$ cat src/rtl/cacheline_burst_adaptor.sv
// Memory-side responder for the L2 cache physical-memory port.
//
// Accepts whole-line read/write requests from the L2 cache (level-held until
// pmem_resp) and turns each one into an n_beats-long burst on the physical
// memory bus, then answers the cache with a one-cycle pmem_resp.
//
// Ports (cache side):
//   clk, rst       clock and synchronous active-high reset
//   pmem_address   line request address
//   pmem_wdata     line to write
//   pmem_rdata     last line read; held until the next read completes
//   pmem_read      line read request
//   pmem_write     line write request (wins over pmem_read)
//   pmem_resp      one-cycle completion pulse
// Ports (memory side):
//   mem_address    line-aligned burst address, stable for the whole burst
//   mem_rdata      incoming read beat
//   mem_wdata      outgoing write beat
//   mem_read       burst read request
//   mem_write      burst write request
//   mem_resp       beat accepted / beat valid strobe

module cacheline_burst_adaptor #(
  parameter int unsigned s_offset = 5,
  parameter int unsigned s_line   = 256,
  parameter int unsigned s_burst  = 64
) (
  input  logic              clk,
  input  logic              rst,
  input  logic [31:0]       pmem_address,
  input  logic [s_line-1:0] pmem_wdata,
  output logic [s_line-1:0] pmem_rdata,
  input  logic              pmem_read,
  input  logic              pmem_write,
  output logic              pmem_resp,
  output logic [31:0]       mem_address,
  input  logic [s_burst-1:0] mem_rdata,
  output logic [s_burst-1:0] mem_wdata,
  output logic              mem_read,
  output logic              mem_write,
  input  logic              mem_resp
);

  localparam int unsigned n_beats = s_line / s_burst;
  localparam int unsigned CntW    = (n_beats > 1) ? $clog2(n_beats) : 1;
  localparam logic [CntW-1:0] LastBeat = CntW'(n_beats - 1);

  typedef enum logic [1:0] {
    StIdle,
    StRead,
    StWrite,
    StDone
  } state_e;

  state_e              state_q, state_d;
  logic [CntW-1:0]     cnt_q, cnt_d;
  logic [31:0]         addr_q, addr_d;
  logic [s_line-1:0]   wbuf_q, wbuf_d;
  logic [s_line-1:0]   rbuf_q, rbuf_d;
  logic [s_line-1:0]   rdata_q, rdata_d;

  always_ff @(posedge clk) begin
    if (rst) begin
      state_q <= StIdle;
      cnt_q   <= '0;
      addr_q  <= '0;
      wbuf_q  <= '0;
      rbuf_q  <= '0;
      rdata_q <= '0;
    end else begin
      state_q <= state_d;
      cnt_q   <= cnt_d;
      addr_q  <= addr_d;
      wbuf_q  <= wbuf_d;
      rbuf_q  <= rbuf_d;
      rdata_q <= rdata_d;
    end
  end

  always_comb begin
    state_d   = state_q;
    cnt_d     = cnt_q;
    addr_d    = addr_q;
    wbuf_d    = wbuf_q;
    rbuf_d    = rbuf_q;
    rdata_d   = rdata_q;
    mem_read  = 1'b0;
    mem_write = 1'b0;
    mem_wdata = '0;
    pmem_resp = 1'b0;

    unique case (state_q)
      StIdle: begin
        // mem_resp is deliberately ignored here; only cache requests matter.
        if (pmem_write) begin
          addr_d                = pmem_address;
          addr_d[s_offset-1:0]  = '0;
          wbuf_d                = pmem_wdata;
          cnt_d                 = '0;
          state_d               = StWrite;
        end else if (pmem_read) begin
          addr_d                = pmem_address;
          addr_d[s_offset-1:0]  = '0;
          cnt_d                 = '0;
          state_d               = StRead;
        end
      end

      StRead: begin
        mem_read = 1'b1;
        if (mem_resp) begin
          rbuf_d[int'(cnt_q)*s_burst +: s_burst] = mem_rdata;
          if (cnt_q == LastBeat) begin
            cnt_d   = '0;
            // Publish the completed line so it is valid during the resp cycle.
            rdata_d = rbuf_d;
            state_d = StDone;
          end else begin
            cnt_d = cnt_q + CntW'(1);
          end
        end
      end

      StWrite: begin
        mem_write = 1'b1;
        mem_wdata = wbuf_q[int'(cnt_q)*s_burst +: s_burst];
        if (mem_resp) begin
          if (cnt_q == LastBeat) begin
            cnt_d   = '0;
            state_d = StDone;
          end else begin
            cnt_d = cnt_q + CntW'(1);
          end
        end
      end

      StDone: begin
        // The cache still holds its request this cycle; do not re-sample it.
        pmem_resp = 1'b1;
        state_d   = StIdle;
      end

      default: state_d = StIdle;
    endcase
  end

  assign pmem_rdata  = rdata_q;
  assign mem_address = addr_q;

endmodule
$ cat config.mk
export PLATFORM = sky130hd
export DESIGN_NAME = cacheline_burst_adaptor
export DESIGN_NICKNAME = d
export VERILOG_FILES = /design/src/rtl/cacheline_burst_adaptor.sv
export SDC_FILE = /design/constraint.sdc
export NUM_CORES = 2
export LEC_CHECK = 0
export ABC_AREA = 1
export ABC_CLOCK_PERIOD_IN_PS = 3250
export BUFFER_PORTS_ARGS = -buffer_cell sky130_fd_sc_hd__buf_2
export CELL_PAD_IN_SITES_DETAIL_PLACEMENT = 1
export CELL_PAD_IN_SITES_GLOBAL_PLACEMENT = 2
export CORE_MARGIN = 1.5
export CORE_UTILIZATION = 30
export DETAILED_ROUTE_END_ITERATION = 8
export PLACE_DENSITY = 0.91
export SETUP_SLACK_MARGIN = 0.02
export SYNTH_ARGS = -nofsm -noshare
export SYNTH_HDL_FRONTEND = slang
export SYNTH_SLANG_ARGS = --single-unit
$ cat constraint.sdc
create_clock -name clk -period 3.25 [get_ports clk]
set_clock_uncertainty 0.15 [all_clocks]
set_input_delay 0.325 -clock clk [delete_from_list [all_inputs] [get_ports clk]]
set_output_delay 0.325 -clock clk [all_outputs]
set_load 0.005 [all_outputs]
* Yosys cells after proc, flatten, opt, wreduce, memory -nomap -nowiden *
Index checks and enable logic that the tools add are counted.

operators by class
  muxes and demuxes = 17
  eq/ne operators = 7
  shift operators = 3
  reduce and logical (&&, ||, !) cells = 10
  add/sub/neg operators = 2

operator list
  kind                                                      number
  bitwise mux 256 bit                                       1
  variable shift 64 x 34 -> 256 bit (first input constant)  1
  indexed part select 256 x 9 -> 64 bit                     1
  indexed part select 64 x 34 -> 256 bit                    1
  two-way mux 32 bit                                        2
  two-way mux 64 bit                                        1
  negation 8 -> 34 bit                                      1
  two-way mux 2 bit                                         8
  AND reduction 3 bit                                       3
  equality test 2 bit (second input constant)               3
  one-hot mux 2 bit (3 select lines)                        1
  AND reduction 2 bit                                       3
  != test 2 x 1 -> 1 bit (second input constant)            2
  one-hot mux 2 bit (2 select lines)                        1
  nonzero test 2 bit                                        2
  two-way mux 1 bit                                         3
  != test 3 bit (second input constant)                     1
  adder 2 x 1 -> 2 bit (second input constant)              1
  equality test 2 x 1 -> 1 bit (second input constant)      1
  zero test 2 bit                                           1
  OR reduction 2 bit                                        1

word-level totals
  output and inout port bits = 355
  logic and storage cells = 45
  bits in registers = 804
  input bits = 357

* Logic depth before layout (Yosys ltp) *
  word-level depth = 4
  gate-level depth with buffers = 13
  gate-level depth less buffers = 8

* Least setup slack after synthesis *
No wires, ideal clock.

  path kind = register to register
  start = register cnt_q[0]
  end = register rdata_q[100], in the netlist pmem_rdata[100]
  data arrival time = 2.154 ns
  data required time = 3.044 ns
  path buffers = 4
  period minus slack after synthesis = 2.360 ns
  path slack = 0.890 ns
  cell stages (with the launch flop) = 13
  library setup time = 0.056 ns
  cell sequence = dfxtp_1 > buf_2 > inv_2 > buf_2 > clkbuf_1 > ha_1 > nand2_1 > nor2_4 > buf_6 > nand2_2 > nand3_1 > nand2_1 > inv_1

between the ends
  cells in the longest elaborated chain, start to end = 3
  elaborated cells between the ends (all ways) = 6
  classes of those cells = 1 x add/sub; 1 x eq/ne; 2 x shift; 1 x mux; 1 x reduce/logical

ends and longest elaborated chain
  element                                                                                      line  text
  from (decl)                                                                                  56    logic [CntW-1:0] cnt_q, cnt_d;
  from (signal assigned)                                                                       72    cnt_q <= cnt_d;
  negation 8 -> 34 bit                                                                         112   rbuf_d[int'(cnt_q)*s_burst +: s_burst] = mem_rdata;
  indexed part select 64 x 34 -> 256 bit or variable shift 64 x 34 -> 256 bit (tied branches)  112
  bitwise mux 256 bit                                                                          112
  to (signal assigned)                                                                         76    rdata_q <= rdata_d;
  to (decl)                                                                                    60    logic [s_line-1:0] rdata_q, rdata_d;

Several ways; a longest one is shown, not always the timed one.
A chain may end at the register's enable or synchronous reset.

* Worst setup path in the final report *
  start = register cnt_q[1]
  end = output port mem_wdata[40]

between the ends
  cells in the longest elaborated chain, start to end = 2

ends and longest elaborated chain
  element                                line  text
  indexed part select 256 x 9 -> 64 bit  126   mem_wdata = wbuf_q[int'(cnt_q)*s_burst +: s_burst];
  two-way mux 64 bit                     92    unique case (state_q)
  to (decl)                              38    output logic [s_burst-1:0] mem_wdata,

Every way passes these cells.

==> reports/metrics.yaml <==
status: "finished, final reports clean"
tns_ns: 0
placed_area_um2: 41900
finalHoldViolCount: 0
swShare: 0.400
internal_power_mw: 21.6
synth.avg_cell_area_um2: 6.74
fp.dieW_um: 355
busiest_layer: "met2"
place_ws_ns: 0.561
row_count: 128
place_hpwl_um: 97000
routedWlPerCell_um: 19.7
total_power_mw: 36.0
start_util: 0.304
worstPathBufferInverterCount: 2
cts_max_level: 3
dieArea_um2: 126000
cp-start-kind: "flop"
share_comb_of_total_power: 0.354
synth_seq_cells: 799
p_leak_nw: 23.7
final-max-slew-violation-count: 0
route.detailed.vias_per_inst: 4.95
dr.pass1.iters: 6
fill_cells: 15600
grt.met3_usage: 0.0492
critical_path_class: "flop to primary output"
drv_cap: 0
path_cells: "buf_4 > nor2_1 > o21ai_0 > a21oi_1 > buf_2"
ys_seq_area_frac: 0.431
path_clk_slew_ns: 0.06
syn_area_um2: 37100
ir_worst_vdd_mv: 0.742
cp.required_ns: 2.77
antenna_found_initial: 44
gp_congestion: 0.865
grt_overflow: 0
ys_warn_count: 0
fmax_mhz: 314
final-setup-viol-count: 0
drc: 0
netlist_instances: 5511
layout_common_cells: "nor2_1, nand2_1, dfxtp_1"
fin_ws_ns: 0.0648
cp_max_fo: 64
detail_route.iter0.violations: 2468
post-route-util: 0.399
slew_headroom: 0.313
finalCritPeriodShare: 0.980
seq_power_share: 0.338
core_um2: 122000
crit_arrival_ns: 2.71
hp-class: "input port to flop"
clockRootBuffer: "clkbuf_16"
p_clk_frac: 0.308
vias: 40100
post_cts_buffers: 0
final_common_cell: "nor2_1"
chipHeight_um: 355
clkLatencyLatePin_ns: 0.69
grt_max_degree: 169
cts_tree: "built"
grt_pass1_vias: 41100
max_stage_delay_ns: 0.76
worst_pin_slew_ns: 1.03
grt_pass1_wl_um: 239000
use_met2: 0.407
cp_slowest_cell: "buf_4"
power_density_nw_per_um2: 737
finalInstanceArea_um2: 48800
grtUsageMet1: 0.290
wl_um: 159000
nNetsFinal: 6704
ant_nets: 0
cp-end-kind: "primary output"
ys_types: 25
portBuffers: 701
numCtsBuffers: 96
io_pins: 712
clock_path_buffers: 3
switchingPower_mw: 14.4
clock_sinks: 799
rsz0062_at_grt: "no"
grt_usage: 0.242
cp_top_family: "buffers and inverters"
post_route_cells_drive_above_1_share: 0.153
areaGrowthSynthToFinish_pct: 31.4
period_needed_ns: 3.19
## final cells by class
class                   instances  area, um^2  area share
diodes                         48         120     0.00246
clock inverters                23         280     0.00574
multi-input cells            3657       16900       0.347
repair buffers               1121        7970       0.163
clock buffers                 151        2940      0.0602
well taps                    1625        2030      0.0417
inverters                     660        2520      0.0516
flip-flops and latches        799       16000       0.328
## per-stage QoR
stage	hold slack, ns	std cells
after floorplan	0.299	5515
after global placement	0.306	7508
after detailed placement	0.316	7508
after CTS	0.0100	8035
after global routing	0.103	8076
final	0.0749	8084
## worst paths after layout
path	to	from	slack (ns)	cells after the start
worst max-delay path	mem_wdata[40]	cnt_q[1]	0.06	5
worst min-delay path	rbuf_q[3]	mem_rdata[3]	0.07	5
worst max register to register	rbuf_q[44]	cnt_q[0]	0.36	9
worst min register to register	wbuf_q[201]	wbuf_q[201]	0.33	2
## power by group through the flow
stage / registers [mW] / clock network, mW / logic, mW
floorplan: 12.1 / 0 / 7.83
global placement: 12.2 / 0 / 11.6
detailed placement: 12.3 / 0 / 11.9
CTS: 12.1 / 11.3 / 12.4
global route: 12.3 / 11.7 / 14.0
finish: 12.2 / 11.1 / 12.7
## worst reg2reg max path: stages (launching register included)
cell	delay (ns)
dfxtp_4	0.49
clkinv_2	0.17
ha_4	0.32
nor2_4	0.32
buf_12	0.39
nand3_1	0.21
o211ai_1	0.12
nand2_1	0.07
dlygate4sd3_1	0.56
inv_1	0.05
## repair_timing
item                                   4_1_cts  5_1_grt
setup endpoints to repair                    0        5
resized for setup                            0        6
hold buffers                               353        0
endpoints found under the hold margin      616        0
## cell usage after synthesis (all sizes together)
library cell | instances | area [um^2]
nor2 | 1219 | 4600
clkbuf | 188 | 706
inv | 659 | 2470
nand3 | 450 | 2250
nor3 | 1 | 16.3
o21ai | 413 | 2070
dfxtp | 799 | 16000
o21a | 256 | 1920
nand3b | 64 | 480
nand4 | 1 | 6.26
buf | 211 | 1080
ha | 12 | 150
nand2 | 979 | 3770
conb | 1 | 3.75
o211ai | 128 | 961
clkinv | 1 | 3.75
a21oi | 129 | 646
## layer usage
| metal | up-vias | routed length, um |
|---|---|---|
| li1 | 19000 | - |
| met1 | 19400 | 66700 |
| met2 | 1262 | 74600 |
| met3 | 408 | 9410 |
| met4 | 2 | 8570 |
| met5 | - | 12 |
## sequential cells by signal (all words and copies together), names as in the netlist
| register | cells |
|---|---|
| cnt_q | 2 |
| state_q | 2 |
| wbuf_q | 256 |
| rbuf_q | 256 |
| pmem_rdata | 256 |
| mem_address | 27 |
## kinds of logic (layout without fill, tap and decap cells)
| logic type | after synthesis | count (layout) | share of synthesized area |
|---|---|---|---|
| simple gates | 2714 | 2714 | 0.300 |
| buf+inv | 1059 | 1955 | 0.115 |
| compound gates | 926 | 926 | 0.151 |
| flops | 799 | 799 | 0.431 |
| fa+ha+maj | 12 | 12 | 0.00404 |
| other cells | 1 | 53 | 0.000101 |
Power figures use the tool's default switching activity.
